==> config.mk <==
export PLATFORM = sky130hd
export DESIGN_NAME = arm_fk_sequencer_flat
export DESIGN_NICKNAME = d
export VERILOG_FILES = /design/src/rtl/arm_fk_if.sv /design/src/rtl/arm_fk_sequencer.sv /design/src/flat_wrapper.sv
export SDC_FILE = /design/constraint.sdc
export NUM_CORES = 2
export LEC_CHECK = 0
export CORE_ASPECT_RATIO = 0.5
export CORE_MARGIN = 3
export CORE_UTILIZATION = 38
export DETAILED_ROUTE_END_ITERATION = 8
export PLACE_DENSITY = 0.63
export SYNTH_ARGS = -nofsm -noshare
export SYNTH_HDL_FRONTEND = slang
export SYNTH_SLANG_ARGS = --single-unit
==> constraint.sdc <==
create_clock -name clk_i -period 23.1 [get_ports clk_i]
set_input_delay 3.465 -clock clk_i [delete_from_list [all_inputs] [get_ports clk_i]]
set_output_delay 3.465 -clock clk_i [all_outputs]
set_load 0.05 [all_outputs]
==> src/rtl/arm_fk_if.sv <==
// arm_fk_if: request, result and external CORDIC signals of the two-link FK sequencer.
interface arm_fk_if #(
    parameter int ANG_W = 18,
    parameter int LEN_W = 18,
    parameter int OUT_W = 19
);
    logic                    in_valid;
    logic                    in_ready;
    logic signed [ANG_W-1:0] t1;
    logic signed [ANG_W-1:0] t2;
    logic        [LEN_W-1:0] len1;
    logic        [LEN_W-1:0] len2;
    logic signed [ANG_W-1:0] cordic_theta;
    logic signed [ANG_W-1:0] cordic_sin;
    logic signed [ANG_W-1:0] cordic_cos;
    logic                    out_valid;
    logic                    out_ready;
    logic signed [OUT_W-1:0] x_pos;
    logic signed [OUT_W-1:0] y_pos;

    modport master (
        output in_valid, t1, t2, len1, len2, cordic_sin, cordic_cos, out_ready,
        input  in_ready, cordic_theta, out_valid, x_pos, y_pos
    );
    modport slave (
        input  in_valid, t1, t2, len1, len2, cordic_sin, cordic_cos, out_ready,
        output in_ready, cordic_theta, out_valid, x_pos, y_pos
    );
endinterface

==> src/rtl/arm_fk_sequencer.sv <==
// arm_fk_sequencer: two-link planar forward kinematics time-sharing one external CORDIC.
module arm_fk_sequencer #(
    parameter int ANG_W      = 18,
    parameter int LEN_W      = 18,
    parameter int OUT_W      = 19,
    parameter int CORDIC_LAT = 2
) (
    input  logic      clk_i,
    input  logic      rst_ni,
    arm_fk_if.slave   bus
);
    localparam int PW = LEN_W + ANG_W + 1;
    localparam int AW = OUT_W + 2;
    localparam logic signed [ANG_W:0] D90  = (ANG_W + 1)'(90 * 128);
    localparam logic signed [ANG_W:0] D180 = (ANG_W + 1)'(180 * 128);
    localparam logic signed [ANG_W:0] D360 = (ANG_W + 1)'(360 * 128);
    localparam logic signed [PW-1:0]  HALF = PW'(64);
    localparam logic signed [AW-1:0]  SMAX = AW'(2 ** (OUT_W - 1) - 1);
    localparam logic signed [AW-1:0]  SMIN = -AW'(2 ** (OUT_W - 1));
    localparam logic [7:0]            LAST = 8'(CORDIC_LAT - 1);

    typedef enum logic [2:0] {IDLE, REQ, WAIT, MAC, DONE} state_e;
    state_e state_q, state_d;

    logic signed [ANG_W-1:0] t1_q, t2_q, theta_q, sin_q, cos_q;
    logic        [LEN_W-1:0] len1_q, len2_q;
    logic                    phase_q, neg_q;
    logic        [7:0]       cnt_q;
    logic signed [AW-1:0]    x_acc_q, y_acc_q;
    logic signed [OUT_W-1:0] x_q, y_q;

    logic signed [ANG_W:0]   phi, phi_w, phi_r;
    logic                    neg_d;
    logic signed [LEN_W:0]   len_s;
    logic signed [PW-1:0]    pc, ps, xr, yr;
    logic signed [AW-1:0]    x_sum, y_sum;

    function automatic logic signed [OUT_W-1:0] sat(input logic signed [AW-1:0] v);
        return v > SMAX ? SMAX[OUT_W-1:0] : v < SMIN ? SMIN[OUT_W-1:0] : v[OUT_W-1:0];
    endfunction

    // Wrap into [-180,180), then fold into [-90,90] and remember the sign flip.
    always_comb begin
        phi   = phase_q ? (ANG_W + 1)'(t1_q) + (ANG_W + 1)'(t2_q) : (ANG_W + 1)'(t1_q);
        phi_w = phi >= D180 ? phi - D360 : phi < -D180 ? phi + D360 : phi;
        neg_d = phi_w > D90 || phi_w < -D90;
        phi_r = phi_w > D90 ? phi_w - D180 : phi_w < -D90 ? phi_w + D180 : phi_w;
        len_s = {1'b0, phase_q ? len2_q : len1_q};
        pc    = PW'(len_s) * PW'(cos_q);
        ps    = PW'(len_s) * PW'(sin_q);
        xr    = (pc + HALF) >>> 7;
        yr    = (ps + HALF) >>> 7;
        x_sum = x_acc_q + xr[AW-1:0];
        y_sum = y_acc_q + yr[AW-1:0];
    end

    always_ff @(posedge clk_i) begin
        if (!rst_ni) state_q <= IDLE;
        else         state_q <= state_d;
    end

    always_comb begin
        state_d = state_q;
        case (state_q)
            IDLE:    state_d = bus.in_valid ? REQ : IDLE;
            REQ:     state_d = WAIT;
            WAIT:    state_d = cnt_q == LAST ? MAC : WAIT;
            MAC:     state_d = phase_q ? DONE : REQ;
            DONE:    state_d = bus.out_ready ? IDLE : DONE;
            default: state_d = IDLE;
        endcase
    end

    always_comb begin
        bus.in_ready     = state_q == IDLE;
        bus.out_valid    = state_q == DONE;
        bus.cordic_theta = theta_q;
        bus.x_pos        = x_q;
        bus.y_pos        = y_q;
    end

    always_ff @(posedge clk_i) begin
        if (!rst_ni) begin
            {t1_q, t2_q, theta_q, sin_q, cos_q} <= '0;
            {len1_q, len2_q, phase_q, neg_q, cnt_q} <= '0;
            {x_acc_q, y_acc_q, x_q, y_q} <= '0;
        end else begin
            case (state_q)
                IDLE: if (bus.in_valid) begin
                    t1_q    <= bus.t1;
                    t2_q    <= bus.t2;
                    len1_q  <= bus.len1;
                    len2_q  <= bus.len2;
                    x_acc_q <= '0;
                    y_acc_q <= '0;
                    phase_q <= 1'b0;
                end
                REQ: begin
                    theta_q <= phi_r[ANG_W-1:0];
                    neg_q   <= neg_d;
                    cnt_q   <= '0;
                end
                WAIT: begin
                    cnt_q <= cnt_q + 8'd1;
                    if (cnt_q == LAST) begin
                        sin_q <= neg_q ? -bus.cordic_sin : bus.cordic_sin;
                        cos_q <= neg_q ? -bus.cordic_cos : bus.cordic_cos;
                    end
                end
                MAC: begin
                    x_acc_q <= x_sum;
                    y_acc_q <= y_sum;
                    phase_q <= 1'b1;
                    if (phase_q) begin
                        x_q <= sat(x_sum);
                        y_q <= sat(y_sum);
                    end
                end
                default: ;
            endcase
        end
    end
endmodule

==> src/flat_wrapper.sv <==
// flat-port wrapper written by rule: the top's interface ports become plain ports
module arm_fk_sequencer_flat 
#(
    parameter int ANG_W      = 18,
    parameter int LEN_W      = 18,
    parameter int OUT_W      = 19,
    parameter int CORDIC_LAT = 2
)
  (clk_i, rst_ni, bus_in_valid, bus_t1, bus_t2, bus_len1, bus_len2, bus_cordic_sin, bus_cordic_cos, bus_out_ready, bus_in_ready, bus_cordic_theta, bus_out_valid, bus_x_pos, bus_y_pos);
  arm_fk_if #(.ANG_W(ANG_W), .LEN_W(LEN_W), .OUT_W(OUT_W)) bus_i ();
  input  logic clk_i;
  input  logic rst_ni;
  input wire logic [$bits(bus_i.in_valid)-1:0] bus_in_valid;
  input wire logic [$bits(bus_i.t1)-1:0] bus_t1;
  input wire logic [$bits(bus_i.t2)-1:0] bus_t2;
  input wire logic [$bits(bus_i.len1)-1:0] bus_len1;
  input wire logic [$bits(bus_i.len2)-1:0] bus_len2;
  input wire logic [$bits(bus_i.cordic_sin)-1:0] bus_cordic_sin;
  input wire logic [$bits(bus_i.cordic_cos)-1:0] bus_cordic_cos;
  input wire logic [$bits(bus_i.out_ready)-1:0] bus_out_ready;
  output wire logic [$bits(bus_i.in_ready)-1:0] bus_in_ready;
  output wire logic [$bits(bus_i.cordic_theta)-1:0] bus_cordic_theta;
  output wire logic [$bits(bus_i.out_valid)-1:0] bus_out_valid;
  output wire logic [$bits(bus_i.x_pos)-1:0] bus_x_pos;
  output wire logic [$bits(bus_i.y_pos)-1:0] bus_y_pos;
  assign bus_i.in_valid = bus_in_valid;
  assign bus_i.t1 = bus_t1;
  assign bus_i.t2 = bus_t2;
  assign bus_i.len1 = bus_len1;
  assign bus_i.len2 = bus_len2;
  assign bus_i.cordic_sin = bus_cordic_sin;
  assign bus_i.cordic_cos = bus_cordic_cos;
  assign bus_i.out_ready = bus_out_ready;
  assign bus_in_ready = bus_i.in_ready;
  assign bus_cordic_theta = bus_i.cordic_theta;
  assign bus_out_valid = bus_i.out_valid;
  assign bus_x_pos = bus_i.x_pos;
  assign bus_y_pos = bus_i.y_pos;
  arm_fk_sequencer #(.ANG_W(ANG_W), .LEN_W(LEN_W), .OUT_W(OUT_W), .CORDIC_LAT(CORDIC_LAT)) u_core (.clk_i(clk_i), .rst_ni(rst_ni), .bus(bus_i));
endmodule
======== Word level (Yosys, flattened, before mapping) ========
Cells that the tools add are included.
Widths: inputs -> output; s select.
storage, ports and cells
  register bits after elaboration ......... 219
  bits in latches ......................... 0
  memory bits (writable) .................. 0
  bits in read-only memories .............. 0
  input port bits ......................... 112
  output and inout port bits .............. 58
  word-level logic and storage cells ...... 74
  memories kept ........................... 0
cells by class
  add/subtract/negate cells ............... 12
  multiply operators ...................... 2
  div/mod/pow operators ................... 0
  magnitude comparators ................... 8
  eq/ne operators ......................... 6
  shift-type cells ........................ 0
  mux-type cells .......................... 23
  bitwise operators ....................... 0
  reductions and logical operators ........ 8
operator list
  operator                number
  $mux 19                 7
  $mux 18                 5
  $pmux 21 s2             2
  $add 28x8->28 const B   2
  $mul 19x18->28          2
  $add 21x21->21          2
  $gt 21x19->1 const B    2
  $lt 21x19->1 const B    2
  $neg 18->18             2
  $mux 21                 1
  $add 18x18->19          1
  $add 19x17->19 const B  1
  $ge 19x16->1 const B    1
  $gt 19x15->1 const B    1
  $lt 19x15->1 const B    1
  $lt 19x16->1 const B    1
  $sub 19x17->19 const B  1
  $add 18x16->18 const B  1
  $sub 18x16->18 const B  1
  $pmux 8 s2              1
  $pmux 3 s5              1
  $add 8x1->8 const B     1
  $eq 8x1->1 const B      1
  $reduce_and 2->1        4
  10 further kinds        15

======== Longest topological paths before layout ========
  word-level depth ........................ 8
  mapped depth ............................ 45
  depth with buffers taken out ............ 38

======== Least setup slack after synthesis ========
Ideal clock, no wire load.
  kind .................................... flip-flop to flip-flop
  from .................................... reg u_core.phase_q
  to ...................................... reg u_core.x_q[10] (netlist: u_core.bus.x_pos[10])
  library setup time ...................... 70 ps
  data arrival time ....................... 10580 ps
  required time ........................... 23030 ps
  path slack .............................. 12450 ps
  cell stages (with the launch flop) ...... 42
  buffers on the path ..................... 7
  clock period less this slack ............ 10650 ps
  cells stage by stage .................... dfxtp_1 buf_2 buf_1 buf_1 buf_1 clkbuf_1 mux2_2 clkbuf_1 and2_1 fa_1 fa_1 inv_1 fa_1 inv_1 ha_1 ha_1 inv_1 fa_1 (+6 left out) nor2_1 a21oi_1 nor2b_1 nor2_1 xnor2_1 ha_1 o2111a_1 a221oi_1 a211oi_1 a41o_1 o41ai_1 o21ai_0 nor3_1 xor2_1 o311ai_1 buf_2 nand2_1 a21oi_1
between the ends
  cells in the longest elaborated chain, start to end .. 7
  elaborated cells on any way between the ends .. 9
  classes of those cells .................. 2 x add/sub; 1 x mul; 2 x order compare; 3 x mux; 1 x reduce/logical
RTL lines
  what                    RTL line                 text
  start, declared         arm_fk_sequencer.sv:27   logic phase_q, neg_q;
  start signal, assigned  arm_fk_sequencer.sv:85   {len1_q, len2_q, phase_q, neg_q, cnt_q} <= '0;
  start signal, assigned  arm_fk_sequencer.sv:96   phase_q <= 1'b0;
  start signal, assigned  arm_fk_sequencer.sv:113  phase_q <= 1'b1;
  $mux 18                 arm_fk_sequencer.sv:48   len_s = {1'b0, phase_q ? len2_q : len1_q};
  $mul 19x18->28          arm_fk_sequencer.sv:49   pc = PW'(len_s) * PW'(cos_q);
  $add 28x8->28           arm_fk_sequencer.sv:51   xr = (pc + HALF) >>> 7;
  $add 21x21->21          arm_fk_sequencer.sv:53   x_sum = x_acc_q + xr[AW-1:0];
  $lt 21x19->1            arm_fk_sequencer.sv:39   return v > SMAX ? SMAX[OUT_W-1:0] : v < SMIN ? SMIN[OUT_W-1:0] : v[OUT_W-1:0];
  $mux 19 (2 in series)   arm_fk_sequencer.sv:39
  end signal, assigned    arm_fk_sequencer.sv:115  x_q <= sat(x_sum);
  end, declared           arm_fk_sequencer.sv:30   logic signed [OUT_W-1:0] x_q, y_q;
Several ways; a longest one is shown, not always the timed one.
A chain may end at the register's enable or synchronous reset.

======== Worst setup path in the final report ========
  from .................................... reg u_core.phase_q
  to ...................................... reg u_core.x_q[2] (netlist: u_core.bus.x_pos[2])
The elaborated chain is that of the path after synthesis.

==> qor.csv <==
metric,value,unit
status,"complete, no violations",
Routed WL,94320,um
slew margin rel.,0.1162,
PwrDens,31.24,mW/mm2
"Core Util, Final",0.4273,
"area leader, netlist",fa_1,
Die Footprint,0.08711,mm2
Ant. Diodes,0,
Tcrit/Tclk final,0.4602,
FF-to-FF path depth,32,
initial antenna violation count,3,
"Avg Cell Area, Syn",8.469,um2
layout net count,4585,
Final Hold Viols,0,
leak pwr,0.01634,uW
clk buf depth,3,
CTS Sinks,219,
FF-to-FF Start,u_core.phase_q,
"most common cell after layout, fill and taps aside",inv_1,
Routability Congestion,1.013,
minimum clock period,10630,ps
Placed Cells,4848,
setup_tns,0,ps
# port buffers,169,
reg2reg setup slack,12470,ps
Max Fclk,94.07,MHz
number of global-route vias before repair,26410,
chip height,210.2,um
hold path cells,2,
most frequent cells in the layout,"596 x inv_1, 582 x nand2_1, 465 x fa_1, 359 x and2_1, 234 x ha_1",
worst skew pair latency,580,ps
Vias,25450,
met2 WL post-DR,40510,um
"Arr. time, crit path",11140,ps
Worst EP required,23610,ps
Via density,5.198,
GR Overflow Total,0,
WL met3,9140,um
Max Cap Viol,0,
DIE WIDTH,414.4,um
CTS Root Cell,clkbuf_16,
TritonCTS buffer count,26,
uppermost layer routed,met5,
sequential-to-total area share from yosys stat,0.1383,
Synth cell types,101,
final setup margin,12470,ps
WL per Instance,19.27,um
postcts setup bufs,0,
Synth area leaders,"fa_1 29%, dfxtp_1 14%, ha_1 9.2%, and2_1 7.1%, inv_1 7.1%",
hold_buf cts,0,
# rows,74,
Clock transition at path regs,60,ps
Antenna Nets Post-Route,0,
Finished Layout Cells,4896,
CTS tree,done,
crit-path max cell delay,1060,ps
min-delay src,u_core.len1_q[14],
crit-path most repeated cell,fa_1,
Pins Over Slew Limit,0,
crit start category,flop,
R2R Path End,u_core.bus.x_pos[2],
"Max FO, Critical Path",41,
Worst Hold Path EP,u_core.len1_q[14],
Hold Crit Class,flop to flop,
Worst path slowest cell,o311ai_2,
final hold slack,465.6,ps
asr flop ratio synth,0,
CP endpoint kind,flop,
Synth warnings,0,
largest net degree at the start of global routing,120,
transition time of the tightest slew-check pin,1324,ps
"Area growth, synth to finish",10.74,%
Gate Count Post-Synth,3742,
syn_nets,4553,
post-synth top area share,0.2937,
Main synth FF type,dfxtp_1,
GRT Total Usage,0.2183,
DRT Pass-1 Iters,7,
post-CTS sizing,0,
RSZ-0062 raised after global routing,false,
Synth Cell Area,0.03169,mm2
first-pass GRT wire length,150500,um
critical path class,flop to flop,
DRC,0,
count of final setup violators,0,
clock skew,35.39,ps
Yosys reg bits,219,
proportion of layout cells with a drive suffix above 1,0.04244,
Starting Density,0.3859,
HPWL Detailed,72270,um
number of synthesized flops with an enable pin,0,
H-Tree Depth,1,
pre-CTS WS,12590,ps
Iteration-0 DRC Markers,1703,
Max VDD drop,0.04755,mV
Core Area,0.08213,mm2
I/O pin count,170,
M1 wire length,42330,um
## metrics by stage
| step | instance area [um2] | power [uW] |
|---|---|---|
| 2_1_floorplan | 31690 | 586.9 |
| 6_report | 35090 | 1096 |
| 4_1_cts | 35090 | 1105 |
| 3_5_place_dp | 34220 | 682.2 |
| 3_3_place_gp | 34220 | 679.7 |
| 5_1_grt | 35090 | 1150 |
## synth_stat cells, types with 16 or more instances
cell and n:
inv_1 596, nand2_1 583, fa_1 465, and2_1 360
ha_1 234, dfxtp_1 219, clkbuf_1 170, a21boi_0 116
o21ai_0 106, a21oi_1 104, xnor2_1 96, nor2_1 93
nand3_1 69, xor2_1 48, o211a_1 40, nor2b_1 29
nor3_1 28, o21a_1 23, mux2i_1 22, a31oi_1 20
mux2_2 19, o211ai_1 19, or3_1 19, nand2b_1 18
buf_1 16
## state kept, by name, indices dropped and copies added (netlist names)
| signal | flops |
|---|---|
| u_core.cnt_q | 8 |
| u_core.neg_q | 1 |
| u_core.y_acc_q | 21 |
| u_core.t2_q | 18 |
| u_core.len1_q | 18 |
| u_core.x_acc_q | 21 |
| u_core.sin_q | 18 |
| u_core.bus.y_pos | 19 |
| u_core.len2_q | 18 |
| u_core.t1_q | 18 |
| u_core.cos_q | 18 |
| u_core.phase_q | 1 |
| u_core.state_q | 3 |
| u_core.bus.x_pos | 19 |
| u_core.bus.cordic_theta | 18 |
## routing by layer
layer	vias up	global-route usage
li1	11880	-
met1	12640	0.2993
met2	803	0.3383
met3	127	0.06620
met4	2	0.05323
met5	-	0
## worst max-delay path by stage
| stage | start | to | slack (ps) |
|---|---|---|---|
| after floorplan | u_core.phase_q | u_core.bus.x_pos[10] | 12450 |
| after global placement | u_core.phase_q | u_core.bus.x_pos[6] | 12670 |
| after detailed placement | u_core.phase_q | u_core.bus.x_pos[2] | 12590 |
| after CTS | u_core.phase_q | u_core.bus.x_pos[2] | 12570 |
| after global routing | u_core.phase_q | u_core.bus.x_pos[2] | 11630 |
| final | u_core.phase_q | u_core.bus.x_pos[2] | 12470 |
## power by group
| part | switching (uW) | leakage [uW] | internal (uW) |
|---|---|---|---|
| registers | 14.7 | 0.00178 | 392 |
| clock network | 182 | 0.000418 | 237 |
| logic | 174 | 0.0141 | 96.6 |
| total | 371 | 0.0163 | 725 |
## area by class of cell
cell class,instances,area [um2]
Tap cell,1102,1379
Clock buffer,30,675.6
Clock inverter,18,196.4
Sequential cell,219,4385
Timing Repair Buffer,205,1963
Multi-Input combinational cell,2725,24250
Fill cell,8089,47030
Inverter,597,2243
## cell families (layout without fill, tap and decap cells)
| family | after synthesis | count (layout) | synth area share |
|---|---|---|---|
| buffers and inverters | 798 | 850 | 0.09752 |
| adders and majority gates | 699 | 699 | 0.3861 |
| and+or+nand+nor | 1283 | 1283 | 0.1994 |
| xor gates and xnor gates | 145 | 145 | 0.04031 |
| DFF | 219 | 219 | 0.1383 |
| AOI/OAI and AO/OA | 556 | 556 | 0.1242 |
| muxes | 42 | 42 | 0.01417 |
## worst max-delay path, delay by kind of cell (launching register included)
family	cells	cell delay, ps
buffers and inverters	5	1090
and+or+nand+nor	6	890
AOI/OAI and AO/OA	10	3970
xor gates and xnor gates	2	280
DFF	1	450
muxes	1	400
adders and majority gates	8	3480
Power figures use the tool's default switching activity.
